$ cat config.mk
export PLATFORM = sky130hd
export DESIGN_NAME = dual2_seq_ctrl_flat
export DESIGN_NICKNAME = d
export VERILOG_FILES = /design/src/rtl/dual2_seq_ctrl_if.sv /design/src/rtl/dual2_seq_ctrl.sv /design/src/flat_wrapper.sv
export SDC_FILE = /design/constraint.sdc
export NUM_CORES = 1
export LEC_CHECK = 0
export BUFFER_PORTS_ARGS = -buffer_cell sky130_fd_sc_hd__clkbuf_2
export CORE_UTILIZATION = 40
export CTS_CLUSTER_SIZE = 20
export DETAILED_ROUTE_END_ITERATION = 10
export SYNTH_ARGS = -nofsm -noshare
export SYNTH_HDL_FRONTEND = slang
export SYNTH_SLANG_ARGS = --single-unit
export TNS_END_PERCENT = 20
$ cat constraint.sdc
create_clock -name CLOCK_50 -period 2.9 [get_ports CLOCK_50]
set_input_delay 0.145 -clock CLOCK_50 [delete_from_list [all_inputs] [get_ports CLOCK_50]]
set_output_delay 0.145 -clock CLOCK_50 [all_outputs]
set_load 0.005 [all_outputs]
$ cat src/rtl/dual2_seq_ctrl_if.sv
// ============================================================================
// Module   : dual2_seq_ctrl_if
// Brief    : Start/busy/done handshake and result bundle for dual2_seq_ctrl.
// Revision : 1.0 - initial release
// ============================================================================
`default_nettype none

interface dual2_seq_ctrl_if #(
  parameter int DIGITS = 4,
  parameter int IDXW   = 4
);
  logic                  start;
  logic [2*DIGITS-1:0]   a;
  logic [2*DIGITS-1:0]   b;
  logic                  busy;
  logic                  done;
  logic                  neq;
  logic                  a_gt_b;
  logic                  a_lt_b;
  logic [IDXW-1:0]       diff_idx;

  modport master (
    output start, a, b,
    input  busy, done, neq, a_gt_b, a_lt_b, diff_idx
  );

  modport slave (
    input  start, a, b,
    output busy, done, neq, a_gt_b, a_lt_b, diff_idx
  );
endinterface

`default_nettype wire

$ cat src/rtl/dual2_seq_ctrl.sv
// ============================================================================
// Module   : dual2_seq_ctrl
// Brief    : MSD-first digit-serial compare of two 2-bit-digit operands.
// Revision : 1.0 - initial release
// ============================================================================
`default_nettype none

module dual2_seq_ctrl #(
  parameter int DIGITS = 4,
  parameter int IDXW   = 4
) (
  input  wire logic       CLOCK_50,
  input  wire logic [3:0] KEY,
  dual2_seq_ctrl_if.slave bus
);

  localparam logic [IDXW-1:0] C_MSD = IDXW'(DIGITS - 1);
  localparam logic [IDXW-1:0] C_ONE = IDXW'(1);

  typedef enum logic [1:0] {
    S_IDLE = 2'd0,
    S_SCAN = 2'd1,
    S_DONE = 2'd2
  } state_t;

  state_t              r_state, w_nx_state;
  logic [2*DIGITS-1:0] r_a, w_nx_a;
  logic [2*DIGITS-1:0] r_b, w_nx_b;
  logic [IDXW-1:0]     r_idx, w_nx_idx;
  logic                r_busy, w_nx_busy;
  logic                r_done, w_nx_done;
  logic                r_neq, w_nx_neq;
  logic                r_gt, w_nx_gt;
  logic                r_lt, w_nx_lt;
  logic [IDXW-1:0]     r_diff_idx, w_nx_diff_idx;
  logic [1:0]          w_ad, w_bd;
  logic                w_differ;

  wire  w_key_unused = ^KEY[3:1];

  // Current digit pair selected by the scan index.
  always_comb begin
    w_ad = 2'b00;
    w_bd = 2'b00;
    for (int i = 0; i < DIGITS; i++) begin
      if (r_idx == IDXW'(i)) begin
        w_ad = r_a[2*i +: 2];
        w_bd = r_b[2*i +: 2];
      end
    end
  end

  assign w_differ = (w_ad[1] ^ w_bd[1]) | (w_ad[0] ^ w_bd[0]);

  always_comb begin
    w_nx_state    = r_state;
    w_nx_a        = r_a;
    w_nx_b        = r_b;
    w_nx_idx      = r_idx;
    w_nx_neq      = r_neq;
    w_nx_gt       = r_gt;
    w_nx_lt       = r_lt;
    w_nx_diff_idx = r_diff_idx;
    case (r_state)
      S_IDLE: begin
        if (bus.start) begin
          w_nx_a        = bus.a;
          w_nx_b        = bus.b;
          w_nx_idx      = C_MSD;
          w_nx_neq      = 1'b0;
          w_nx_gt       = 1'b0;
          w_nx_lt       = 1'b0;
          w_nx_diff_idx = '0;
          w_nx_state    = S_SCAN;
        end
      end
      S_SCAN: begin
        if (w_differ) begin
          w_nx_neq      = 1'b1;
          w_nx_gt       = (w_ad > w_bd);
          w_nx_lt       = (w_ad < w_bd);
          w_nx_diff_idx = r_idx;
          w_nx_state    = S_DONE;
        end else if (r_idx == '0) begin
          w_nx_neq      = 1'b0;
          w_nx_gt       = 1'b0;
          w_nx_lt       = 1'b0;
          w_nx_diff_idx = '0;
          w_nx_state    = S_DONE;
        end else begin
          w_nx_idx      = r_idx - C_ONE;
        end
      end
      S_DONE:  w_nx_state = S_IDLE;
      default: w_nx_state = S_IDLE;
    endcase
    // Status flags are registered copies of the state being entered.
    w_nx_busy = (w_nx_state != S_IDLE);
    w_nx_done = (w_nx_state == S_DONE);
  end

  always_ff @(posedge CLOCK_50) begin
    if (!KEY[0]) begin
      r_state    <= S_IDLE;
      r_a        <= '0;
      r_b        <= '0;
      r_idx      <= '0;
      r_busy     <= 1'b0;
      r_done     <= 1'b0;
      r_neq      <= 1'b0;
      r_gt       <= 1'b0;
      r_lt       <= 1'b0;
      r_diff_idx <= '0;
    end else begin
      r_state    <= w_nx_state;
      r_a        <= w_nx_a;
      r_b        <= w_nx_b;
      r_idx      <= w_nx_idx;
      r_busy     <= w_nx_busy;
      r_done     <= w_nx_done;
      r_neq      <= w_nx_neq;
      r_gt       <= w_nx_gt;
      r_lt       <= w_nx_lt;
      r_diff_idx <= w_nx_diff_idx;
    end
  end

  assign bus.busy     = r_busy;
  assign bus.done     = r_done;
  assign bus.neq      = r_neq;
  assign bus.a_gt_b   = r_gt;
  assign bus.a_lt_b   = r_lt;
  assign bus.diff_idx = r_diff_idx;

endmodule

`default_nettype wire

$ cat src/flat_wrapper.sv
// flat-port wrapper written by rule: the top's interface ports become plain ports
module dual2_seq_ctrl_flat 
#(
  parameter int DIGITS = 4,
  parameter int IDXW   = 4
)
  (CLOCK_50, KEY, bus_start, bus_a, bus_b, bus_busy, bus_done, bus_neq, bus_a_gt_b, bus_a_lt_b, bus_diff_idx);
  dual2_seq_ctrl_if #(.DIGITS(DIGITS), .IDXW(IDXW)) bus_i ();
  input  wire logic CLOCK_50;
  input  wire logic [3:0] KEY;
  input wire logic [$bits(bus_i.start)-1:0] bus_start;
  input wire logic [$bits(bus_i.a)-1:0] bus_a;
  input wire logic [$bits(bus_i.b)-1:0] bus_b;
  output wire logic [$bits(bus_i.busy)-1:0] bus_busy;
  output wire logic [$bits(bus_i.done)-1:0] bus_done;
  output wire logic [$bits(bus_i.neq)-1:0] bus_neq;
  output wire logic [$bits(bus_i.a_gt_b)-1:0] bus_a_gt_b;
  output wire logic [$bits(bus_i.a_lt_b)-1:0] bus_a_lt_b;
  output wire logic [$bits(bus_i.diff_idx)-1:0] bus_diff_idx;
  assign bus_i.start = bus_start;
  assign bus_i.a = bus_a;
  assign bus_i.b = bus_b;
  assign bus_busy = bus_i.busy;
  assign bus_done = bus_i.done;
  assign bus_neq = bus_i.neq;
  assign bus_a_gt_b = bus_i.a_gt_b;
  assign bus_a_lt_b = bus_i.a_lt_b;
  assign bus_diff_idx = bus_i.diff_idx;
  dual2_seq_ctrl #(.DIGITS(DIGITS), .IDXW(IDXW)) u_core (.CLOCK_50(CLOCK_50), .KEY(KEY), .bus(bus_i));
endmodule
* After elaboration in Yosys (flattened, before gate mapping) *
Index checks and enable logic that the tools add are counted.

word-level totals
  register bits = 31
  latch bits = 0
  memory bits (writable) = 0
  memory bits (read-only) = 0
  input bits = 22
  memories kept = 0

cells by class
  add/sub/neg operators = 1
  multipliers = 0
  div/mod/pow operators = 0
  order comparisons = 2
  eq/ne operators = 9
  shift-type cells = 0
  mux-type cells = 28
  bitwise gates (word level) = 3
  reduce and logical (&&, ||, !) cells = 7

operators with widths
  operator                                                number
  two-way mux 4 bit                                       6
  two-way mux 2 bit                                       11
  one-hot mux 4 bit (2 select lines)                      2
  == test 4 x 2 -> 1 bit (second input constant)          2
  inequality test 2 bit (second input constant)           3
  one-hot mux 1 bit (2 select lines)                      3
  two-way mux 1 bit                                       5
  == test 4 x 1 -> 1 bit (second input constant)          1
  logical NOT 4 bit                                       1
  one-hot mux 2 bit (2 select lines)                      1
  AND reduction 4 bit                                     1
  nonzero test 2 bit                                      2
  subtractor 4 x 1 -> 4 bit (second input constant)       1
  inequality test 3 x 1 -> 1 bit (second input constant)  1
  AND reduction 3 bit                                     1
  == test 2 x 1 -> 1 bit (second input constant)          1
  == test 2 bit (second input constant)                   1
  greater-than comparator 2 bit                           1
  logical NOT 2 bit                                       1
  < comparator 2 bit                                      1
  AND reduction 2 bit                                     1
  XOR 1 bit                                               2
  OR 1 bit                                                1

* Longest topological paths before layout *
  depth in word-level cells = 10
  mapped depth = 10
  mapped depth without buffers = 9

* Least setup slack after synthesis *
Ideal clock, no wire load.

  kind = reg-to-reg
  start = register u_core.r_idx[0]
  end = register u_core.r_idx[2]
  arrival time = 2.295 ns
  data required time = 2.821 ns
  slack = 0.526 ns
  cell stages (with the launch flop) = 10
  buffers on the path = 1
  clock period less this slack = 2.374 ns
  path through = dfxtp_1 > inv_1 > ha_1 > clkbuf_1 > a221oi_1 > o21ai_0 > ha_1 > nand2_1 > or4_1 > o211ai_1

between the ends
  longest elaborated chain between the ends = 9

ends and longest elaborated chain
  item                                    RTL line                                    source
  start: declaration                      dual2_seq_ctrl.sv:29                        logic [IDXW-1:0] r_idx, w_nx_idx;
  start signal: assignment                dual2_seq_ctrl.sv:118                       r_idx <= w_nx_idx;
  logical NOT 4 bit                       dual2_seq_ctrl.sv:46, dual2_seq_ctrl.sv:84
  two-way mux 2 bit (4 in series)         dual2_seq_ctrl.sv:46                        if (r_idx == IDXW'(i)) begin
  XOR 1 bit                               dual2_seq_ctrl.sv:53                        assign w_differ = (w_ad[1] ^ w_bd[1]) | (w_ad[0] ^ w_bd[0]);
  OR 1 bit                                dual2_seq_ctrl.sv:53
  inequality test 2 bit (no source line)  n/a
  AND reduction 4 bit (no source line)    n/a

Several ways; a longest one is shown, not always the timed one. The select of a mux whose other input is x is not followed.
A chain may end at the register's enable or synchronous reset.

* Final worst setup path *
  start = register u_core.r_idx[1]
  end = register u_core.r_idx[3]

The elaborated chain is that of the path after synthesis.

==> impl.org <==
** Finish
- Layout cells sized above 1 :: 21.43%
- The net count of the finished layout is 225.
- Compared with the post-synthesis result, the final layout area differs by 14.79%.
- Final standard cell utilization of the core :: 49.57%
- Number of fill cells :: 348
- The number of antenna diodes in the final layout is 0.

** STA
- The final-report max-slew violation count came to 0.
- Actual slew at the worst max-slew pin :: 0.6357 ns
- Setup violation total in the final timing report :: 0
- Setup repair after global routing left no endpoint under its margin.
- The worst path uses 92.96% of the clock period.
- Worst slew slack as a fraction of its limit :: 57.58%
- Hold is met by 0.08387 ns.
- Setup total negative slack on the finished layout was measured at 0 ns.
- Across all setup checks in the final design, the least slack found is 0.2041 ns.
- Final Hold Vio Count :: 0
- The routed design could run at a clock period as short as 2.696 ns.
- On the final layout, the worst clock skew is 0.008557 ns.
- Based on the critical path, the design can be clocked at up to 370.9 MHz.

** Synth
- The top cell type by area accounts for 41.44% of the synthesized area.
- Cell type with the largest total area after synthesis :: sky130_fd_sc_hd__dfxtp_1
- Yosys mapped the design onto 43 distinct sky130hd cell types.
- Post-synthesis register bit count :: 31
- Number of nets in the synthesized netlist :: 200
- A synthesized cell averages 8.758 um2.
- Proportion of synthesized chip area in sequential cells :: 41.44%
- Synthesized netlist cell count :: 171
- In the synthesized netlist the dominant register cell turns out to be sky130_fd_sc_hd__dfxtp_1.
- By area the synthesized netlist is led by sky130_fd_sc_hd__dfxtp_1, sky130_fd_sc_hd__nand2_1, sky130_fd_sc_hd__a21oi_1.
- Count of flip-flops with a built-in enable after synthesis :: 0
- Post-synth design cell area :: 0.001498 mm2
- The Yosys step of the flow raised 0 warnings.
- Ys async rst share :: 0%

** GRT
- Via count of the first global-routing pass :: 1176
- Pin count of the biggest net entering global routing :: 23
- Global-route usage over all layers :: 16.73%
- The number of antenna violations at the first check in global routing was 0.
- Final global-route overflow total :: 0
- The first global-routing pass estimated 5313 um of wire.

** Critical path
- For the worst setup path, the data arrival time is 2.90 ns.
- Measured in cells, the most critical reg-to-reg path has a length of 9.
- The worst register-to-register path ends at u_core.r_idx[3].
- The worst setup path is launched from a flip-flop.
- STA classifies the critical path endpoint as a flip-flop.
- The startpoint identified for the worst register-to-register timing path is u_core.r_idx[1].
- Setup slack on the worst reg-to-reg path comes out at 0.20 ns.
- The critical path is of the reg -> reg type.
- Maximum fanout along the worst path :: 8
- Critical path required time :: 3.11 ns

** Floorplanning
- The core region is 0.003468 mm2.
- Starting density of the core :: 43.18%
- Floorplan die area :: 0.003993 mm2
- The die is 63.19 um wide.
- IO Pins :: 31
- Height of the chip :: 63.19 um
- Number of cell rows :: 21

** Hold path
- Min-Delay Path Class :: in -> reg
- Critical hold path startpoint :: bus_a[3]
- The worst hold path was traced through 3 stages.
- Hold endpoint :: u_core.r_a[3]

** Detailed routing
- The detailed router finished its first iteration with 57 violations.
- The final layout contains routed wiring with a total length of 3028 um.
- Length of the first detailed-routing pass in iterations :: 4
- In this run the remaining antenna-violating nets after routing total 0.
- After detailed routing, the number of vias per cell comes to 5.360.
- After detailed routing, the average wire length per cell comes to 12.51 um.
- Detailed-route DRC error count :: 0
- The detailed router placed 1297 vias in this run.

** Pwr
- Power comes to 0.001141 W.
- In this run the power spent charging and discharging nets is 0.0003689 W.
- Net switching is 32.33% of the power.
- Cell internal power was estimated by the tool at 0.0007722 W.
- Logic pwr share :: 27.2%
- IR analysis of the VDD net gives a maximum drop of 0.3433 mV.
- Power spread over the standard cell area amounts to 663.8 mW/mm2.
- Sequential cell fraction of total power :: 43.7%
- In this run the static leakage power is 0.7238 nW.
- Clock power frac :: 29.1%

** Clock network
- Master cell of the clock root buffer :: sky130_fd_sc_hd__clkbuf_8
- Clock latency at the later pin of the worst-skew pair :: 0.28 ns
- Hold-fix buffers, CTS :: 0
- TritonCTS built the clock tree.
- In this run, CTS created clock tree buffers numbering 5.
- CTS built an H-tree with a depth of 2.
- Buffer levels on the longest clock path :: 2
- Post-CTS repair timing setup buffer count :: 0
- Sink Count :: 31
- After clock tree synthesis, the clock-pin slew on the worst setup and hold paths is 0.07 ns.
- PostCTS Resize Cnt :: 0

** Placement
- Pre-CTS setup slack :: 0.2073 ns
- Placer Congestion :: 0.8864
- Input and output buffers added on the ports amount to 27.
- Half-perimeter wire length after placement :: 2221 um

** Outcome
- The flow ran to the end, and the final reports show no timing, DRC or antenna violations.

** Job
- Max-cap viol count :: 0
[worst max-delay path: stages (launching register included)]
cell and delay (ns):
sky130_fd_sc_hd__dfxtp_1 0.43, sky130_fd_sc_hd__inv_1 0.12, sky130_fd_sc_hd__ha_1 0.28, sky130_fd_sc_hd__nand3b_1 0.18, sky130_fd_sc_hd__a221oi_1 0.24, sky130_fd_sc_hd__o21ai_0 0.14
sky130_fd_sc_hd__ha_1 0.41, sky130_fd_sc_hd__nand4b_1 0.19, sky130_fd_sc_hd__or4_4 0.56, sky130_fd_sc_hd__o211ai_2 0.07
[cells by family (layout without fill, tap and decap cells)]
group / Yosys count / in the layout / synth area share [%]
simple gates: 64 / 64 / 23.06
compound gates: 51 / 51 / 23.06
flops: 31 / 31 / 41.44
fa+ha+maj: 7 / 7 / 5.848
buf+inv: 18 / 43 / 6.600
[worst max path at each step]
stage                     slack (ns)         endpoint            start  depth (start not counted)
after detailed placement        0.21  u_core.r_idx[2]  u_core.r_idx[1]                          9
after global routing            0.03  u_core.r_idx[3]  u_core.r_idx[1]                          9
after CTS                       0.20  u_core.r_idx[2]  u_core.r_idx[1]                          9
after global placement          0.29  u_core.r_idx[2]  u_core.r_idx[1]                          9
final                           0.20  u_core.r_idx[3]  u_core.r_idx[1]                          9
after floorplan                 0.53  u_core.r_idx[2]  u_core.r_idx[0]                          9
[metal layers]
metal  track usage, %  vias up  share of wire, %
met1            22.79      599                50
met4            5.966        0              0.40
met3            4.529        2               4.4
li1                 -      660                 -
met5                0        -                 0
met2            25.13       36                45
[flip-flops by register name, summed over array words and instances, names as in the netlist]
register,cells
u_core.bus.a_gt_b,1
u_core.bus.a_lt_b,1
u_core.bus.busy,1
u_core.bus.diff_idx,4
u_core.bus.done,1
u_core.bus.neq,1
u_core.r_a,8
u_core.r_b,8
u_core.r_idx,4
u_core.r_state,2
[cell usage in the layout (no fill, tap or decap), types with 3 or more instances in the layout]
cell,instances
sky130_fd_sc_hd__a211oi_1,3
sky130_fd_sc_hd__a21oi_1,21
sky130_fd_sc_hd__a22o_1,3
sky130_fd_sc_hd__a31oi_1,5
sky130_fd_sc_hd__and2_1,3
sky130_fd_sc_hd__clkbuf_2,27
sky130_fd_sc_hd__clkbuf_8,6
sky130_fd_sc_hd__dfxtp_1,31
sky130_fd_sc_hd__ha_1,7
sky130_fd_sc_hd__inv_1,8
sky130_fd_sc_hd__nand2_1,36
sky130_fd_sc_hd__nand3b_1,4
sky130_fd_sc_hd__nand4_1,3
[Yosys cell counts (all sizes together) (2+ instances only)]
cell and count:
and2 3, nand3b 4, ha 7, a221oi 2, nor2 2, a211oi 3
clkbuf 3, nand4 3, buf 6, nand4b 2, nand2 37, or4 2
a21boi 2, inv 8, o2bb2ai 2, or3b 2, a22o 3, a221o 2
nor3b 2, o211a 2, a21oi 21, o21ai 3, o211ai 2, dfxtp 31
a31oi 5
[power by group through the flow]
| stage | clock network (W) | registers, W | logic [W] |
|---|---|---|---|
| after floorplan | 0 | 0.000496 | 0.000237 |
| after global placement | 0 | 0.000506 | 0.000294 |
| after detailed placement | 0 | 0.000507 | 0.000303 |
| after CTS | 0.000342 | 0.000498 | 0.000305 |
| after global routing | 0.000371 | 0.000505 | 0.000346 |
| final | 0.000333 | 0.000498 | 0.000310 |
[layout make-up]
type | instances | area [um2] | area share [%]
Tap cell | 46 | 57.56 | 3.348
Inverter | 8 | 30.03 | 1.747
Timing Repair Buffer | 28 | 142.6 | 8.297
Clock buffer | 6 | 82.58 | 4.803
Clock inverter | 1 | 5.005 | 0.2911
Multi-Input combinational cell | 122 | 780.7 | 45.41
Sequential cell | 31 | 620.6 | 36.10
[through the flow]
step	std cells	instance area (um2)
floorplan	171	1498
global placement	235	1629
detailed placement	235	1629
CTS	242	1717
global route	242	1719
finish	242	1719
No activity file was read; power rests on OpenSTA's default activity.
